--- config.mk ---
export PLATFORM = sky130hd
export DESIGN_NAME = spi_command_frontend_flat
export DESIGN_NICKNAME = d
export VERILOG_FILES = /design/src/rtl/spi_command_frontend_if.sv /design/src/rtl/spi_command_frontend.sv /design/src/flat_wrapper.sv
export SDC_FILE = /design/constraint.sdc
export NUM_CORES = 1
export LEC_CHECK = 0
export ABC_AREA = 1
export ABC_CLOCK_PERIOD_IN_PS = 1840
export CAP_MARGIN = 15
export CELL_PAD_IN_SITES_DETAIL_PLACEMENT = 0
export CELL_PAD_IN_SITES_GLOBAL_PLACEMENT = 1
export CORE_AREA = 2 2 69 136
export DETAILED_ROUTE_END_ITERATION = 8
export DIE_AREA = 0 0 71 138
export PLACE_DENSITY = 0.68
export SLEW_MARGIN = 20
export SYNTH_ARGS = -nofsm -noshare
export SYNTH_HDL_FRONTEND = slang
export SYNTH_SLANG_ARGS = --single-unit
--- constraint.sdc ---
create_clock -name clk -period 1.84 [get_ports clk]
set_clock_uncertainty 0.05 [all_clocks]
set_input_delay 0.276 -clock clk [delete_from_list [all_inputs] [get_ports clk]]
set_output_delay 0.276 -clock clk [all_outputs]
set_load 0.01 [all_outputs]
--- src/rtl/spi_command_frontend_if.sv ---
// Bundle of SPI byte-side and FIFO-side signals for spi_command_frontend.
// rx_ready is a one-cycle strobe qualifying rx_word, honoured only while cs is low; no backpressure exists.
interface spi_command_frontend_if #(
    parameter int WORD_SIZE  = 8,
    parameter int CHANNELS   = 1,
    parameter int FREE_WIDTH = 5
);
    logic                           cs;
    logic [WORD_SIZE-1:0]           rx_word;
    logic                           rx_ready;
    logic [WORD_SIZE-1:0]           tx_word;
    logic [CHANNELS*FREE_WIDTH-1:0] fifo_free;
    logic [CHANNELS-1:0]            fifo_write_en;
    logic [WORD_SIZE-1:0]           fifo_data;
    logic [CHANNELS-1:0]            fifo_clear;
    logic                           busy;
    logic [2:0]                     err_flags;
    logic [2:0]                     state_dbg;

    modport slave (
        input  cs, rx_word, rx_ready, fifo_free,
        output tx_word, fifo_write_en, fifo_data, fifo_clear, busy, err_flags, state_dbg
    );

    modport master (
        output cs, rx_word, rx_ready, fifo_free,
        input  tx_word, fifo_write_en, fifo_data, fifo_clear, busy, err_flags, state_dbg
    );
endinterface

--- src/rtl/spi_command_frontend.sv ---
// SPI command front end: decodes opcode/channel bytes, stages whole records and
// bursts them into the selected channel FIFO; replies with free count or error flags.
module spi_command_frontend #(
    parameter int WORD_SIZE    = 8,
    parameter int RECORD_WORDS = 4,
    parameter int CHANNELS     = 1,
    parameter int FREE_WIDTH   = 5
) (
    input logic                   clk,
    input logic                   rst_n,
    spi_command_frontend_if.slave bus
);
    localparam int CHW  = (CHANNELS > 1) ? $clog2(CHANNELS) : 1;
    localparam int CNTW = (RECORD_WORDS > 1) ? $clog2(RECORD_WORDS) : 1;
    localparam int XW   = (FREE_WIDTH > WORD_SIZE) ? FREE_WIDTH : WORD_SIZE;
    localparam logic [CNTW-1:0] LAST = CNTW'(RECORD_WORDS - 1);

    localparam logic [3:0] OP_NOP    = 4'h0;
    localparam logic [3:0] OP_STATUS = 4'h1;
    localparam logic [3:0] OP_WRITE  = 4'h2;
    localparam logic [3:0] OP_CLEAR  = 4'h3;
    localparam logic [3:0] OP_ERRS   = 4'h4;

    typedef enum logic [2:0] {
        S_IDLE    = 3'd0,
        S_CMD     = 3'd1,
        S_COLLECT = 3'd2,
        S_DRAIN   = 3'd3,
        S_SINK    = 3'd4
    } state_t;

    state_t               state, state_n;
    logic [CNTW-1:0]      cnt, cnt_n;
    logic [CHW-1:0]       sel_ch, sel_n;
    logic [2:0]           flags, flag_set;
    logic                 flag_clr;
    logic [CHANNELS-1:0]  clear_q, clear_n;
    logic [WORD_SIZE-1:0] tx_q;
    logic                 tx_load, tx_errs, buf_we;
    logic [WORD_SIZE-1:0] rec_buf [RECORD_WORDS];

    logic           rx_v;
    logic [3:0]     cmd_op, cmd_ch;
    logic [CHW-1:0] cmd_idx;
    logic           cmd_bad;

    assign rx_v    = bus.rx_ready & ~bus.cs;
    assign cmd_op  = bus.rx_word[3:0];
    assign cmd_ch  = bus.rx_word[7:4];
    assign cmd_idx = cmd_ch[CHW-1:0];
    assign cmd_bad = ({1'b0, cmd_ch} >= 5'(CHANNELS)) || (cmd_op > OP_ERRS);

    function automatic logic [FREE_WIDTH-1:0] pick_free(
        input logic [CHANNELS*FREE_WIDTH-1:0] vec,
        input logic [CHW-1:0]                 ch
    );
        logic [FREE_WIDTH-1:0] r;
        r = '0;
        for (int k = 0; k < CHANNELS; k++) begin
            if (ch == CHW'(k)) r = vec[k*FREE_WIDTH +: FREE_WIDTH];
        end
        return r;
    endfunction

    // A count wider than the reply word saturates instead of wrapping.
    function automatic logic [WORD_SIZE-1:0] sat_word(input logic [FREE_WIDTH-1:0] f);
        logic [XW-1:0] e;
        e = XW'(f);
        if (e > XW'({WORD_SIZE{1'b1}})) return '1;
        return e[WORD_SIZE-1:0];
    endfunction

    always_ff @(posedge clk or negedge rst_n) begin
        if (!rst_n) state <= S_IDLE;
        else        state <= state_n;
    end

    always_comb begin
        state_n  = state;
        cnt_n    = cnt;
        sel_n    = sel_ch;
        clear_n  = '0;
        flag_set = 3'b000;
        flag_clr = 1'b0;
        tx_load  = 1'b0;
        tx_errs  = 1'b0;
        buf_we   = 1'b0;
        case (state)
            S_IDLE: begin
                if (!bus.cs) begin
                    state_n = S_CMD;
                    tx_load = 1'b1;
                end
            end
            S_CMD: begin
                if (bus.cs) begin
                    state_n = S_IDLE;
                end else if (rx_v) begin
                    tx_load = 1'b1;
                    if (cmd_bad) begin
                        flag_set[2] = 1'b1;
                        state_n     = S_SINK;
                    end else begin
                        case (cmd_op)
                            OP_STATUS: sel_n = cmd_idx;
                            OP_WRITE: begin
                                sel_n   = cmd_idx;
                                cnt_n   = '0;
                                state_n = S_COLLECT;
                            end
                            OP_CLEAR: clear_n[cmd_idx] = 1'b1;
                            OP_ERRS: begin
                                tx_errs  = 1'b1;
                                flag_clr = 1'b1;
                            end
                            default: ;
                        endcase
                    end
                end
            end
            S_COLLECT: begin
                if (bus.cs) begin
                    state_n = S_IDLE;
                    cnt_n   = '0;
                end else if (rx_v) begin
                    tx_load = 1'b1;
                    buf_we  = 1'b1;
                    if (cnt == LAST) begin
                        cnt_n = '0;
                        if (pick_free(bus.fifo_free, sel_ch) != '0) state_n = S_DRAIN;
                        else flag_set[0] = 1'b1;
                    end else begin
                        cnt_n = cnt + 1'b1;
                    end
                end
            end
            S_DRAIN: begin
                if (rx_v) begin
                    tx_load     = 1'b1;
                    flag_set[1] = 1'b1;
                end
                // cs is only looked at once the burst is complete.
                if (cnt == LAST) begin
                    cnt_n   = '0;
                    state_n = bus.cs ? S_IDLE : S_COLLECT;
                end else begin
                    cnt_n = cnt + 1'b1;
                end
            end
            S_SINK: begin
                if (bus.cs) state_n = S_IDLE;
                else if (rx_v) tx_load = 1'b1;
            end
            default: state_n = S_IDLE;
        endcase
    end

    always_ff @(posedge clk or negedge rst_n) begin
        if (!rst_n) begin
            cnt     <= '0;
            sel_ch  <= '0;
            flags   <= 3'b000;
            clear_q <= '0;
            tx_q    <= '0;
            for (int i = 0; i < RECORD_WORDS; i++) rec_buf[i] <= '0;
        end else begin
            cnt     <= cnt_n;
            sel_ch  <= sel_n;
            clear_q <= clear_n;
            flags   <= (flag_clr ? 3'b000 : flags) | flag_set;
            if (tx_load) begin
                tx_q <= tx_errs ? WORD_SIZE'(flags) : sat_word(pick_free(bus.fifo_free, sel_n));
            end
            if (buf_we) rec_buf[cnt] <= bus.rx_word;
        end
    end

    always_comb begin
        bus.fifo_write_en = '0;
        bus.fifo_data     = '0;
        if (state == S_DRAIN) begin
            bus.fifo_write_en[sel_ch] = 1'b1;
            bus.fifo_data             = rec_buf[cnt];
        end
    end

    assign bus.tx_word    = tx_q;
    assign bus.fifo_clear = clear_q;
    assign bus.err_flags  = flags;
    assign bus.busy       = (state == S_COLLECT) || (state == S_DRAIN);
    assign bus.state_dbg  = state;
endmodule

--- src/flat_wrapper.sv ---
// flat-port wrapper written by rule: the top's interface ports become plain ports
module spi_command_frontend_flat 
#(
    parameter int WORD_SIZE    = 8,
    parameter int RECORD_WORDS = 4,
    parameter int CHANNELS     = 1,
    parameter int FREE_WIDTH   = 5
)
  (clk, rst_n, bus_cs, bus_rx_word, bus_rx_ready, bus_fifo_free, bus_tx_word, bus_fifo_write_en, bus_fifo_data, bus_fifo_clear, bus_busy, bus_err_flags, bus_state_dbg);
  spi_command_frontend_if #(.WORD_SIZE(WORD_SIZE), .CHANNELS(CHANNELS), .FREE_WIDTH(FREE_WIDTH)) bus_i ();
  input logic clk;
  input logic rst_n;
  input wire logic [$bits(bus_i.cs)-1:0] bus_cs;
  input wire logic [$bits(bus_i.rx_word)-1:0] bus_rx_word;
  input wire logic [$bits(bus_i.rx_ready)-1:0] bus_rx_ready;
  input wire logic [$bits(bus_i.fifo_free)-1:0] bus_fifo_free;
  output wire logic [$bits(bus_i.tx_word)-1:0] bus_tx_word;
  output wire logic [$bits(bus_i.fifo_write_en)-1:0] bus_fifo_write_en;
  output wire logic [$bits(bus_i.fifo_data)-1:0] bus_fifo_data;
  output wire logic [$bits(bus_i.fifo_clear)-1:0] bus_fifo_clear;
  output wire logic [$bits(bus_i.busy)-1:0] bus_busy;
  output wire logic [$bits(bus_i.err_flags)-1:0] bus_err_flags;
  output wire logic [$bits(bus_i.state_dbg)-1:0] bus_state_dbg;
  assign bus_i.cs = bus_cs;
  assign bus_i.rx_word = bus_rx_word;
  assign bus_i.rx_ready = bus_rx_ready;
  assign bus_i.fifo_free = bus_fifo_free;
  assign bus_tx_word = bus_i.tx_word;
  assign bus_fifo_write_en = bus_i.fifo_write_en;
  assign bus_fifo_data = bus_i.fifo_data;
  assign bus_fifo_clear = bus_i.fifo_clear;
  assign bus_busy = bus_i.busy;
  assign bus_err_flags = bus_i.err_flags;
  assign bus_state_dbg = bus_i.state_dbg;
  spi_command_frontend #(.WORD_SIZE(WORD_SIZE), .RECORD_WORDS(RECORD_WORDS), .CHANNELS(CHANNELS), .FREE_WIDTH(FREE_WIDTH)) u_core (.clk(clk), .rst_n(rst_n), .bus(bus_i));
endmodule
# Word-level counts from Yosys, hierarchy flattened
# Cells that the tools add are included.
[op_classes]
magnitude_cmp = 8
n_bitwise = 4
reduce_logical = 12
mux = 69
eq_ne = 21
add_sub_neg = 1
[ops]
columns = ["operator", "n"]
rows = [
  ["3-bit two-way mux", 12],
  ["5-bit two-way mux", 7],
  ["32-bit bitwise mux", 1],
  ["1-bit two-way mux", 32],
  ["8-bit two-way mux", 4],
  ["8-bit binary-select mux with 2-bit select", 1],
  ["8-bit demux with 2-bit select", 1],
  ["2-bit two-way mux", 8],
  ["3-bit case mux with 5 select lines", 1],
  ["3-bit by 2-bit inequality test with 1-bit output, second input constant", 4],
  ["2-bit inequality test, second input constant", 5],
  ["4-bit by 2-bit == test with 1-bit output, second input constant", 2],
  ["8-bit AND reduction", 1],
  ["3-bit by 2-bit == test with 1-bit output, second input constant", 2],
  ["2-bit case mux with 3 select lines", 1],
  ["6-bit AND reduction", 1],
  ["5-bit nonzero test", 1],
  ["4-bit by 1-bit == test with 1-bit output, second input constant", 1],
  ["4-bit by 3-bit == test with 1-bit output, second input constant", 1],
  ["4-bit by 1-bit greater-or-equal comparator with 1-bit output, second input constant", 1],
  ["4-bit by 3-bit > comparator with 1-bit output, second input constant", 1],
  ["2-bit by 1-bit inequality test with 1-bit output, second input constant", 2],
  ["4-bit by 3-bit inequality test with 1-bit output, second input constant", 1],
  ["3-bit by 1-bit == test with 1-bit output, second input constant", 1],
  ["18 further kinds", 23],
]
[totals]
elab_cells = 125
ff_bits = 50
out_inout_bits = 25

# Depth between registers and ports, before layout
# Gate-level depths: netlist (run 1).
[logic_depth]
depth_word = 12
ltp_mapped = 11

# Worst setup path before layout (run 1)
# No wires, ideal clock.
[synth_timing]
path_type = "register to register"
from = "register u_core.cnt[0]"
to = "register u_core.rec_buf[27] in the netlist's numbering"
required_ps = 1669
setup_slack_ps = 137
t_arrival_ps = 1532
setup_ps = 121
path_stages_with_launch = 9
cell_sequence = "dfrtp_1 > clkbuf_1 > inv_1 > clkbuf_1 > ha_1 > nand2_4 > buf_6 > nand2_1 > o21ai_2"
[synth_between]
elab_chain_len = 6
elab_cells_between_ends = 7
[synth_rtl]
columns = ["element", "line", "source"]
rows = [
  ["from (decl)", "spi_command_frontend.sv:33", "logic [CNTW-1:0] cnt, cnt_n;"],
  ["from (signal assigned)", "spi_command_frontend.sv:167", "cnt <= cnt_n;"],
  ["2-bit inverter with 3-bit output (not written as such) (*)", "spi_command_frontend.sv:174", "if (buf_we) rec_buf[cnt] <= bus.rx_word;"],
  ["3-bit greater-or-equal comparator (not written as such) or 3-bit by 1-bit less-than comparator with 1-bit output (tied branches)", "spi_command_frontend.sv:174", ""],
  ["1-bit logical AND (not written as such)", "spi_command_frontend.sv:174", ""],
  ["8-bit two-way mux (not written as such)", "spi_command_frontend.sv:174", ""],
  ["8-bit demux with 2-bit select (*)", "spi_command_frontend.sv:174", ""],
  ["32-bit bitwise mux (*)", "spi_command_frontend.sv:174", ""],
  ["to (signal, indexed assignment)", "spi_command_frontend.sv:174", ""],
  ["to (decl)", "spi_command_frontend.sv:40", "logic [WORD_SIZE-1:0] rec_buf [RECORD_WORDS];"],
]
# Mark *: on every way between the ends. The rest lies on a longest branch, timed or not.
# A chain may end at the register's enable or synchronous reset.

# Worst setup path in the final report (run 1)
[layout_timing]
from = "register u_core.cnt[0]"
to = "output bus_fifo_data[5]"
[layout_between]
elab_chain_len = 5
[layout_rtl]
columns = ["element", "line", "source"]
rows = [
  ["2-bit inverter with 3-bit output (not written as such)", "spi_command_frontend.sv:183", "bus.fifo_data = rec_buf[cnt];"],
  ["8-bit binary-select mux with 2-bit select", "spi_command_frontend.sv:183", ""],
  ["8-bit two-way mux (not written as such) (2 in series)", "spi_command_frontend.sv:183", ""],
  ["8-bit two-way mux", "spi_command_frontend.sv:181", "if (state == S_DRAIN) begin"],
  ["to (decl)", "flat_wrapper.sv:19", "output wire logic [$bits(bus_i.fifo_data)-1:0] bus_fifo_data;"],
]
# No other way between the ends. The select of a mux whose other input is x is not followed.

==> results of run 1 <==
[worst max-delay path, delay by kind of cell (launching register included)]
kind	cells	cell delay, ps
flops	1	400
buf+inv	3	390
compound gates	2	210
simple gates	2	160
[area by class of cell]
type,count,share of cell area
repair buffers,85,0.200
multi-input cells,247,0.347
clock buffers,5,0.0355
inverters,32,0.0341
clock inverters,3,0.0131
flip-flops and latches,47,0.334
well taps,102,0.0362
[final timing paths]
kind | from | endpoint | slack [ps] | cells after the start
max | u_core.cnt[0] | bus_fifo_data[5] | 70 | 7
min | u_core.rec_buf[16] | u_core.rec_buf[16] | 430 | 2
max reg2reg | u_core.cnt[0] | u_core.bus.state_dbg[0] | 170 | 11
min reg2reg | u_core.rec_buf[16] | u_core.rec_buf[16] | 430 | 2
max in group asynchronous | rst_n | u_core.rec_buf[2] | 670 | 4
min in group asynchronous | rst_n | u_core.bus.state_dbg[1] | 520 | 3
[sequential cells by signal, indices dropped and copies added (netlist names)]
name                   count
u_core.rec_buf            32
u_core.bus.tx_word         5
u_core.bus.err_flags       3
u_core.bus.state_dbg       3
u_core.cnt                 2
u_core.bus.fifo_clear      1
u_core.sel_ch              1
[routing by layer]
metal  share of wire  wire [µm]  vias to the layer above
li1                -          -                     1243
met1            0.38       2770                     1145
met2            0.57       4210                       52
met3           0.025        182                       12
met4           0.026        193                        0
met5               0          0                        -
[synthesized netlist by cell type, drive strengths merged]
library cell   n  area share
nand2         82        0.13
nand4          7       0.017
conb           1      0.0015
inv           30       0.044
dfrtp         47        0.46
a21oi         15       0.029
nand3         18       0.035
o21ai         51        0.11
o21a           1      0.0029
clkbuf         3      0.0044
or2            1      0.0024
buf            8       0.028
nor2          63        0.10
nor3           1      0.0020
clkinv         2      0.0029
a31oi          1      0.0024
ha             4       0.020
[kinds of logic (layout without fill, tap and decap cells)]
logic type	count (synthesis)	count (layout)	synth area share
buffers and inverters	43	125	0.0796
DFF	47	47	0.459
adders and majority gates	4	4	0.0195
and+or+nand+nor	172	172	0.294
AOI/OAI and AO/OA	68	68	0.146
other	1	3	0.00146
[power groups by stage]
stage / Sequential, mW / Clock [mW] / Combinational, mW
after global placement: 1.25 / 0 / 1.33
after global routing: 1.25 / 1.12 / 1.65
after floorplan: 1.29 / 0 / 0.633
after detailed placement: 1.25 / 0 / 1.34
after CTS: 1.23 / 1.09 / 1.39
final: 1.23 / 1.06 / 1.48
[cells in the final DEF (no fill, tap or decap), types with 5 or more instances in the layout]
cell type        instances
a21oi_1                 14
buf_6                    5
clkbuf_16                5
inv_1                   27
o21ai_1                 34
nand4_1                  7
nor2_1                  53
nand2_1                 77
buf_4                   41
dfrtp_1                 46
o21ai_2                  8
clkdlybuf4s50_1         27
nor2_2                   5
o21ai_0                  9
nand3_1                 18
buf_2                    9
[what timing repair did]
action,4_1_cts,5_1_grt
setup buffers,2,3
endpoints found under the setup margin,10,12
hold buffers,1,0
pin swaps,0,12
resized for setup,37,24
hold endpoints to repair,31,0
[per-stage QoR]
stage / instance area (µm²) / util / cells
CTS: 3480 / 0.392 / 519
detailed placement: 3300 / 0.372 / 508
finish: 3520 / 0.396 / 521
floorplan: 2570 / - / 337
global route: 3520 / 0.396 / 521
global placement: 3300 / 0.372 / 508
==> qor.csv, run 1 <==
metric,value,unit
status,"complete, no violations",
post-DR vias/cell,4.71,
max frequency,0.565,GHz
Max VDD drop,0.000610,V
vias in the first global route,2478,
GPL Wtd Cong,0.860,
P_sw,1.26,mW
CTS Buffer Depth,2,
Worst Path Required,1510,ps
Core Area,8890,µm²
total CTS buffers,5,
met3 GRT Util,0.0197,
crit end category,primary output,
HPWL after DPL,5750,µm
synthesis-to-layout area growth,37.5,%
fin. max-slew vios,0,
Leak,1.75,nW
min-delay worst type,reg2reg,
number of library cell types mapped by synthesis,26,
Netlist Area Pre-Place,2560,µm²
routed wire length per instance,14.1,µm
via count,2452,
PwrDens,1070,nW/µm²
critical path class,reg2out,
Synth Instances,335,
CTS tree,done,
setup ws final,68.6,ps
die area,9800,µm²
drt first pass iters,4,
Sw Ratio,0.335,
CP Max Fanout,7,
Clock Latency Late Sink,290,ps
Yosys reg bits,47,
GRT Max-Usage Layer,met2,
# diodes,0,
Clock transition at path regs,60,ps
post-route clock period utilization,0.963,
sequential-to-total area share from yosys stat,0.459,
met1 Usage GRT,0.169,
cell row count,49,
remaining global-route overflow,0,
Starting DRT DRC Count,76,
Die Y,138,µm
met2 Use GR,0.303,
number of remaining DRC errors,0,
Final setup violation count,0,
initial antenna violation count,0,
IO Port Bufs,38,
Max Cap Viol,0,
Global Route Usage Sum,0.159,
CP Cell Sequence,buf_6 -> buf_4 -> nor2_1 -> nor2_1 -> o21ai_1 -> a21oi_1 -> buf_2,
multi-input logic area,1220,µm²
clock root cell,clkbuf_16,
Total Power,3.78,mW
largest net degree at the start of global routing,37,
Comb pwr share,0.393,
layout cell share with drive strength beyond 1,0.224,
depth of the CTS H-tree,2,
boundary pin count,42,
Place WS,-94.4,ps
crit-path max cell delay,400,ps
nets,439,
arrival time at the worst endpoint,1450,ps
Register Area,1180,µm²
Starting Density,0.288,
Clock power frac,0.280,
first-pass GRT wire length,12100,µm
most frequent CP cell,nor2_1,
total wire length,7360,µm
yosys warns,0,
worst hold margin,429,ps
Total Neg Setup Slack,0,ps
syn_area_per_cell,7.65,µm²
CTS Sinks,47,
Post-DRT Antenna Nets,0,
startpoint types,register,
Int Pwr,2.51,mW
Reg power frac,0.327,
Final Critical Period,1770,ps
Layout fillers,913,
slowest CP cell,dfrtp_2,
unrepaired setup endpoints after global routing,yes,
Die X-Extent,71,µm
final hold violations,0,
Note: power is estimated with default switching activity, not from simulation.
==> inputs of run 2 (changes only) <==
Settings changed: CTS_CLUSTER_SIZE set to 30, SLEW_MARGIN 20 to not set.
==> results of run 2 <==
Final layout, timing and power as in run 1 (identical DEF).
